===== src/rtl/life_scheduler_pkg.sv =====
// Shared constants and FSM state encoding for the life generation scheduler.
package life_scheduler_pkg;
  localparam int LOG_MAX_SPEED = 4;
  localparam int BOARD_SIZE    = 64;

  typedef enum logic [1:0] {IDLE, START, RUN, SWAP} sched_state_e;
endpackage


===== src/rtl/frame_timer.sv =====
// Counts vsync frames while enabled; pulses expire on the frame that completes a period.
module frame_timer
  import life_scheduler_pkg::*;
(
  input  logic                     clk_in,
  input  logic                     rst_in,
  input  logic                     vsync_in,
  input  logic [LOG_MAX_SPEED-1:0] speed_in,
  input  logic                     en,
  input  logic                     clr,
  output logic                     expire
);
  localparam logic [LOG_MAX_SPEED:0] FULL = {1'b1, {LOG_MAX_SPEED{1'b0}}};

  logic [LOG_MAX_SPEED-1:0] frame_cnt;
  logic [LOG_MAX_SPEED:0]   period;
  logic [LOG_MAX_SPEED:0]   cnt_inc;

  // One extra bit so period 2^LOG_MAX_SPEED - speed never overflows the compare.
  assign period  = FULL - {1'b0, speed_in};
  assign cnt_inc = {1'b0, frame_cnt} + (LOG_MAX_SPEED+1)'(1);
  assign expire  = en && vsync_in && (speed_in != '0) && (cnt_inc >= period);

  always_ff @(posedge clk_in) begin
    if (rst_in || speed_in == '0 || clr || expire)
      frame_cnt <= '0;
    else if (en && vsync_in)
      frame_cnt <= cnt_inc[LOG_MAX_SPEED-1:0];
  end
endmodule


===== src/rtl/life_scheduler.sv =====
// Sequences life datapath passes: frame-timed or stepped rule passes, cursor edits, vsync-aligned buffer swaps.
module life_scheduler
  import life_scheduler_pkg::*;
#(
  parameter int GEN_COUNT_WIDTH = 16
) (
  input  logic                       clk_in,
  input  logic                       rst_in,
  input  logic                       vsync_in,
  input  logic [LOG_MAX_SPEED-1:0]   speed_in,
  input  logic                       step_in,
  input  logic                       click_in,
  input  logic                       logic_done_in,
  output logic                       logic_start_out,
  output logic                       logic_update_out,
  output logic                       logic_click_out,
  output logic                       buf_sel_out,
  output logic [GEN_COUNT_WIDTH-1:0] gen_count_out,
  output logic                       busy_out
);
  sched_state_e state, state_nxt;
  logic click_pending, update_r, click_r, buf_sel;
  logic [GEN_COUNT_WIDTH-1:0] gen_count;
  logic expire, rule_trig, idle_go, swap_done;

  frame_timer u_timer (
    .clk_in   (clk_in),
    .rst_in   (rst_in),
    .vsync_in (vsync_in),
    .speed_in (speed_in),
    .en       (state == IDLE),
    .clr      (swap_done),
    .expire   (expire)
  );

  assign rule_trig = expire || (state == IDLE && speed_in == '0 && step_in);
  assign idle_go   = (state == IDLE) && (rule_trig || click_pending);
  assign swap_done = (state == SWAP) && vsync_in;

  always_comb begin
    state_nxt = state;
    case (state)
      IDLE:    if (idle_go) state_nxt = START;
      START:   state_nxt = RUN;
      RUN:     if (logic_done_in) state_nxt = SWAP;
      SWAP:    if (vsync_in) state_nxt = IDLE;
      default: state_nxt = IDLE;
    endcase
  end

  always_ff @(posedge clk_in) begin
    if (rst_in) state <= IDLE;
    else        state <= state_nxt;
  end

  always_ff @(posedge clk_in) begin
    if (rst_in) begin
      click_pending <= 1'b0;
      update_r      <= 1'b0;
      click_r       <= 1'b0;
      buf_sel       <= 1'b0;
      gen_count     <= '0;
    end else begin
      // A click landing in the same cycle its predecessor is consumed stays pending.
      click_pending <= click_in || (click_pending && !idle_go);
      if (idle_go) begin
        update_r <= rule_trig;
        click_r  <= click_pending;
      end
      if (swap_done) begin
        buf_sel  <= ~buf_sel;
        update_r <= 1'b0;
        click_r  <= 1'b0;
        if (update_r) gen_count <= gen_count + 1'b1;
      end
    end
  end

  // Masked by reset so an aborted START never leaks a start pulse.
  assign logic_start_out  = (state == START) && !rst_in;
  assign logic_update_out = update_r;
  assign logic_click_out  = click_r;
  assign buf_sel_out      = buf_sel;
  assign gen_count_out    = gen_count;
  assign busy_out         = (state != IDLE);
endmodule


===== config.mk =====
export PLATFORM = sky130hd
export DESIGN_NAME = life_scheduler
export DESIGN_NICKNAME = d
export VERILOG_FILES = /design/src/rtl/life_scheduler_pkg.sv /design/src/rtl/frame_timer.sv /design/src/rtl/life_scheduler.sv
export SDC_FILE = /design/constraint.sdc
export NUM_CORES = 1
export LEC_CHECK = 0
export ABC_CLOCK_PERIOD_IN_PS = 6300
export CORE_MARGIN = 2
export CORE_UTILIZATION = 54
export DETAILED_ROUTE_END_ITERATION = 8
export GPL_TIMING_DRIVEN = 0
export PLACE_DENSITY = 0.94
export SYNTH_ARGS = -nofsm -noshare
export SYNTH_HDL_FRONTEND = slang
export SYNTH_SLANG_ARGS = --single-unit

===== constraint.sdc =====
create_clock -name clk_in -period 6.3 [get_ports clk_in]
set_input_delay 0.945 -clock clk_in [delete_from_list [all_inputs] [get_ports clk_in]]
set_output_delay 0.945 -clock clk_in [all_outputs]
set_load 0.01 [all_outputs]

==> flow_metrics.tcl <==
set metrics [dict create \
    synth_top_cell_by_area "dfxtp_1" \
    area_delta_synth_final_pct 25.3 \
    power-per-cell-area_mw_per_mm2 226 \
    ys_ff_latch 26 \
    dr_total_vias 1329 \
    via_per_inst 5.70 \
    yosysWarnings 0 \
    dp_cells 229 \
    arrival_ns 2.48 \
    cts_htree_levels 1 \
    hp-class "reg2reg" \
    coreArea_mm2 0.00254 \
    cts_tree "yes" \
    routed_wl_um 3150 \
    critPathSlowestCell "clkdlybuf4s50_1" \
    tightestPinTransition_ns 0.529 \
    async_flop_share_pct 0 \
    cts.clk_slew.worst_paths_ns 0.13 \
    hold_viol_final 0 \
    fin_cells 233 \
    min_path_cells 2 \
    antenna_found_initial 0 \
    port-buffer-count 30 \
    path_cells "clkdlybuf4s50_1 > clkbuf_1 > nor2b_1 > clkdlybuf4s50_1" \
    io_pins 31 \
    nets 227 \
    final-setup-viol-count 0 \
    drv_cap 0 \
    clock_skew_ns 0.00494 \
    period_share_pct 54.4 \
    die_area_mm2 0.00317 \
    grt_pass1_wl_um 5330 \
    clk-insertion-delay-late_ns 0.31 \
    report.final.slew_viol_count 0 \
    drive_above_1_share_pct 5.42 \
    synth_seq_area_share_pct 35.2 \
    r2r_slack_ns 4.13 \
    yosys_most_used_dff "dfxtp_1" \
    yosys.area.top_type_share_pct 35.2 \
    clock-sinks 26 \
    cp.required_ns 5.35 \
    avgSynthCellArea_um2 8.74 \
    die_w_um 56.3 \
    ant_nets 0 \
    clock.fmax_mhz 292 \
    syn_inst 169 \
    slowest_delay_ns 0.54 \
    finalSetupTns_ns 0 \
    die_h_um 56.3 \
    drt_iter0_drc 22 \
    ir_drop_v 0.000217 \
    grt_pass1_vias 1249 \
    syn_nets 192 \
    max_slew_margin_pct 64.4 \
    synth_area_mm2 0.00148 \
    worstSetupPathType "in2out" \
    cts_setup_buffers 0 \
    postCtsHoldBufs 0 \
    cp_num_buf_inv 3 \
    drc_errors 0 \
    wire_per_inst_um 13.5 \
    grt_usage_pct 20.5 \
    cp_max_fo 10 \
    first_pass_iters 4 \
    gp_congestion 0.814 \
    synth_edf_count 0 \
    rsz0062_at_grt "false" \
    grt_overflow_total 0 \
    fin_crit_ns 3.42 \
    initial_core_util_pct 58.1 \
    postCtsResizedCells 0 \
    status "finished clean" \
    synth_cell_type_count 38 \
    worst-path-stages 4 \
    row_count 18 \
    fillCellCount 189 \
    cts_buffers 3 \
    diodes 0 \
    grt_max_degree 15 \
    p_leak_nw 0.761 \
    cpMostUsedCell "clkdlybuf4s50_1" \
    worst_path_dominant_cell_family "buffers and inverters" \
    rr_worst_depth 7 \
    startpoint_type "primary input" \
    endpoint_kind "primary output" \
    hpwl_um 2490 \
    synthTopCellsByArea "dfxtp_1, ha_1, xor2_1" \
    root_buffer "clkbuf_4" \
    cts_buffer_depth 2 \
]
-- power breakdown --
group / switching (W) / leakage, nW / internal [W]
combinational: 0.0000733 / 0.529 / 0.0000693
sequential: 0.0000141 / 0.211 / 0.000178
clock: 0.0000478 / 0.0210 / 0.0000353
-- layout by cell type, fill, tap and decap left out, types with 2 or more instances in the layout --
master | netlist | routed
buf_2 | 3 | 3
mux2i_1 | 3 | 3
nand2_1 | 11 | 11
nand2b_1 | 5 | 5
and4_1 | 3 | 3
or4_1 | 3 | 3
nor2b_1 | 2 | 2
xor2_1 | 14 | 14
inv_1 | 7 | 7
dfxtp_1 | 26 | 26
clkdlybuf4s50_1 | 0 | 30
nor2_1 | 19 | 19
a21oi_1 | 8 | 8
clkbuf_4 | 0 | 3
ha_1 | 13 | 13
o31ai_1 | 3 | 3
nand3_1 | 9 | 9
and3_1 | 5 | 5
or3_1 | 3 | 3
xnor2_1 | 4 | 4
nor3_1 | 2 | 2
o21ai_0 | 3 | 3
nand4_1 | 6 | 6
-- state kept, by name, summed over array words and instances, names as in the netlist --
signal	flops
logic_update_out	1
u_timer.frame_cnt	4
state	2
buf_sel_out	1
gen_count_out	16
logic_click_out	1
click_pending	1
-- stage by stage --
stage               hold WS [ns]  worst slack (ns)  util [%]  area, um^2  total power, W
floorplan                  0.454              3.45         -        1480        0.000289
global placement           0.460              2.79      71.3        1820        0.000331
detailed placement         0.474              2.66      71.3        1820        0.000338
CTS                        0.494              2.87      72.8        1850        0.000420
global route               0.524              2.78      72.8        1850        0.000448
finish                     0.501              2.88      72.8        1850        0.000418
-- worst paths after layout --
kind,start,end
setup / recovery,rst_in,logic_start_out
hold / removal,u_timer.frame_cnt[1],u_timer.frame_cnt[1]
hold reg to reg,u_timer.frame_cnt[1],u_timer.frame_cnt[1]
setup reg to reg,u_timer.frame_cnt[0],u_timer.frame_cnt[3]
-- worst reg2reg max path, cell delays in order, from the launching register on --
cell and delay [ns]:
dfxtp_1 0.38, ha_1 0.25, and3_1 0.20, ha_1 0.29
nor2_1 0.05, or3_4 0.34, o21ai_0 0.45, nor2_1 0.10
-- routing by layer --
metal	vias up	track usage (%)	wire length, um
li1	660	-	-
met1	626	24.9	1380
met2	37	38.0	1620
met3	6	3.23	123
met4	0	4.08	26
met5	-	0	0
-- synthesized netlist by cell type, types with 2 or more instances --
cell type   n
nor2_1     19
inv_1       7
or4_1       3
and4_1      3
dfxtp_1    26
and3_1      5
o31ai_1     3
xor2_1     14
nand2_1    11
nor2b_1     2
nand4_1     6
or3_1       3
a21oi_1     8
nand3_1     9
buf_2       3
xnor2_1     4
mux2i_1     3
nand2b_1    5
nor3_1      2
ha_1       13
o21ai_0     3
-- cell type report --
type	count	area [um^2]	area share [%]
multi-input cells	130	897	48.4
flip-flops and latches	26	520	28.1
repair buffers	30	300	16.2
well taps	30	37.5	2.03
clock buffers	4	36.3	1.96
plain buffers	6	33.8	1.82
inverters	7	26.3	1.42
-- logic make-up after synthesis --
kind of cell / count (synthesis) / share of synthesized area [%]
xor gates and xnor gates: 18 / 10.7
buffers and inverters: 13 / 4.06
DFF: 26 / 35.2
AOI/OAI and AO/OA: 22 / 9.82
adders and majority gates: 13 / 11.0
muxes: 3 / 2.03
and+or+nand+nor: 74 / 27.2
No activity file was read; power rests on OpenSTA's default activity.
==> edit (same flow settings) <==
Encoding of `sched_state_e`: now one-hot (4 bits for 4 states).
--- a/src/rtl/life_scheduler_pkg.sv
+++ b/src/rtl/life_scheduler_pkg.sv
@@ -3,6 +3,6 @@
   localparam int LOG_MAX_SPEED = 4;
   localparam int BOARD_SIZE    = 64;
 
-  typedef enum logic [1:0] {IDLE, START, RUN, SWAP} sched_state_e;
+  typedef enum logic [3:0] {IDLE = 4'b0001, START = 4'b0010, RUN = 4'b0100, SWAP = 4'b1000} sched_state_e;
 endpackage
 
Check against the original RTL: no difference found for any inputs over 10 cycles, from zero or initial values and one cycle with rst_in high; not proved beyond that.
==> edit against the original RTL <==
  * Critical path depth stayed put
  * First-iteration DRC count is 9.1% lower
  * Core utilization rose by 0.30 points
  * Setup slack got worse by 210 ps
  * Cell count increased by 0.86%
  * Routed wire length shrank 5.6%
  * Area after synthesis decreased by 1.0%
  * Sequential share of layout area rose by 2.3 points
  * Cell area shrank 0.47%
  * Sequential cell count increased by 2
  * Via count down 2.6%
Power is not compared: it rests on default switching activity, and its combinational part moved more than twofold at a synthesized area within 25%.
==> edit: results (changes against the original RTL) <==
run_status: "finished clean"  # unchanged
yosys_warnings: 0  # unchanged
synth_cell_types: 35  # was 38
synth_nets: 190  # was 192
grt_usage_pct: 20.8  # was 20.5%
grt_pass1_vias: 1222  # was 1249
finalClockSkew_ps: 5.98  # was 4.94 ps
clock_latency_ps: 330  # was 310 ps
drive_gt1_share_pct: 5.37  # was 5.42%
cp_max_fo: 8  # was 10
fin_cells: 235  # was 233
crit_arrival_ps: 2690  # was 2480 ps
relSlewSlack_pct: 18.6  # was 64.4%
slew_viol_final: 0  # unchanged
nets: 224  # was 227
yosysSeqAreaShare_pct: 38.3  # was 35.2%
synthTopCellsByArea: "dfxtp_1, xor2_1, nor2_1, ha_1, xnor2_1"  # was dfxtp_1, ha_1, xor2_1, nor2_1, nand3_1
io_buffers: 29  # was 30
dp.cells: 231  # was 229
largest_register_ffs: 16  # unchanged
clk_pin_slew_ps: 150  # was 130 ps
post-place-ws_ps: 2740  # was 2660 ps
hpwl_mm: 2.30  # was 2.49 mm
placed_area_um2: 1790  # was 1820 um^2
grt_first_pass_wirelength_mm: 5.27  # was 5.33 mm
grt_max_degree: 17  # was 15
synthesis.instances: 172  # was 169
r2r_setup_slack_ps: 4000  # was 4130 ps
yosys-top-cells-count: "dfxtp_1, nor2_1, nand2_1, xor2_1, xnor2_1"  # was dfxtp_1, nor2_1, xor2_1
fin_crit_ps: 3630  # was 3420 ps
synth-edff-count: 0  # unchanged
via_per_inst: 5.51  # was 5.70
drt_iter0_drc: 20  # was 22
cp_slowest_stage_delay_ps: 980  # was 540 ps
wire_per_inst_um: 12.7  # was 13.5 um
crit_slowest_cell: "nor4b_1"  # was clkdlybuf4s50_1
place.gp.congestion: 0.797  # was 0.814
-- edit: layout make-up --
class | instances | area (um^2)
Timing Repair Buffer | 29 | 290
Buffer | 6 | 27.5
Fill cell | 185 | 679
Clock buffer | 3 | 22.5
Inverter | 7 | 26.3
Multi-Input combinational cell | 131 | 848
Clock inverter | 1 | 30.0
Sequential cell | 28 | 561
Tap cell | 30 | 37.5
-- edit: kinds of logic (layout without fill, tap and decap cells) --
family                     count (synthesis)  after routing  share of synthesized area (%)
and+or+nand+nor                           78             78                           27.5
buffers and inverters                     13             46                           3.68
adders and majority gates                  8              8                           6.84
xor gates and xnor gates                  24             24                           14.4
AOI/OAI and AO/OA                         21             21                           9.32
DFF                                       28             28                           38.3
-- edit: per-layer routing --
metal	GRT usage [%]	vias to the layer above	share of wire [%]
li1	-	656	-
met1	25.1	609	45
met2	35.8	24	49
met3	5.58	6	3.7
met4	6.46	0	1.6
met5	0	-	0
-- edit: worst reg2reg max path, cell delays in order, from the launching register on --
cell,delay [ps]
dfxtp_1,320
buf_2,160
nor4b_1,980
inv_1,310
o311ai_0,430
-- edit: final timing paths --
path,start,endpoint,depth (start not counted)
max,state[1],busy_out,4
min reg2reg,u_timer.frame_cnt[1],u_timer.frame_cnt[1],2
min,u_timer.frame_cnt[1],u_timer.frame_cnt[1],2
max reg2reg,state[1],state[0],4
-- edit: report_power, final --
part	switching, mW	leakage (nW)	internal [mW]
Combinational	0.0383	0.511	0.0325
Sequential	0.00795	0.227	0.184
Clock	0.0530	0.0279	0.0644
Total	0.0993	0.766	0.281
-- edit: through the flow --
step | util (%) | hold WS (ps) | power [mW]
3_3_place_gp | 71.0 | 463 | 0.262
5_1_grt | 73.1 | 516 | 0.399
3_5_place_dp | 71.0 | 472 | 0.267
6_report | 73.1 | 489 | 0.381
4_1_cts | 73.1 | 492 | 0.382
2_1_floorplan | - | 451 | 0.240
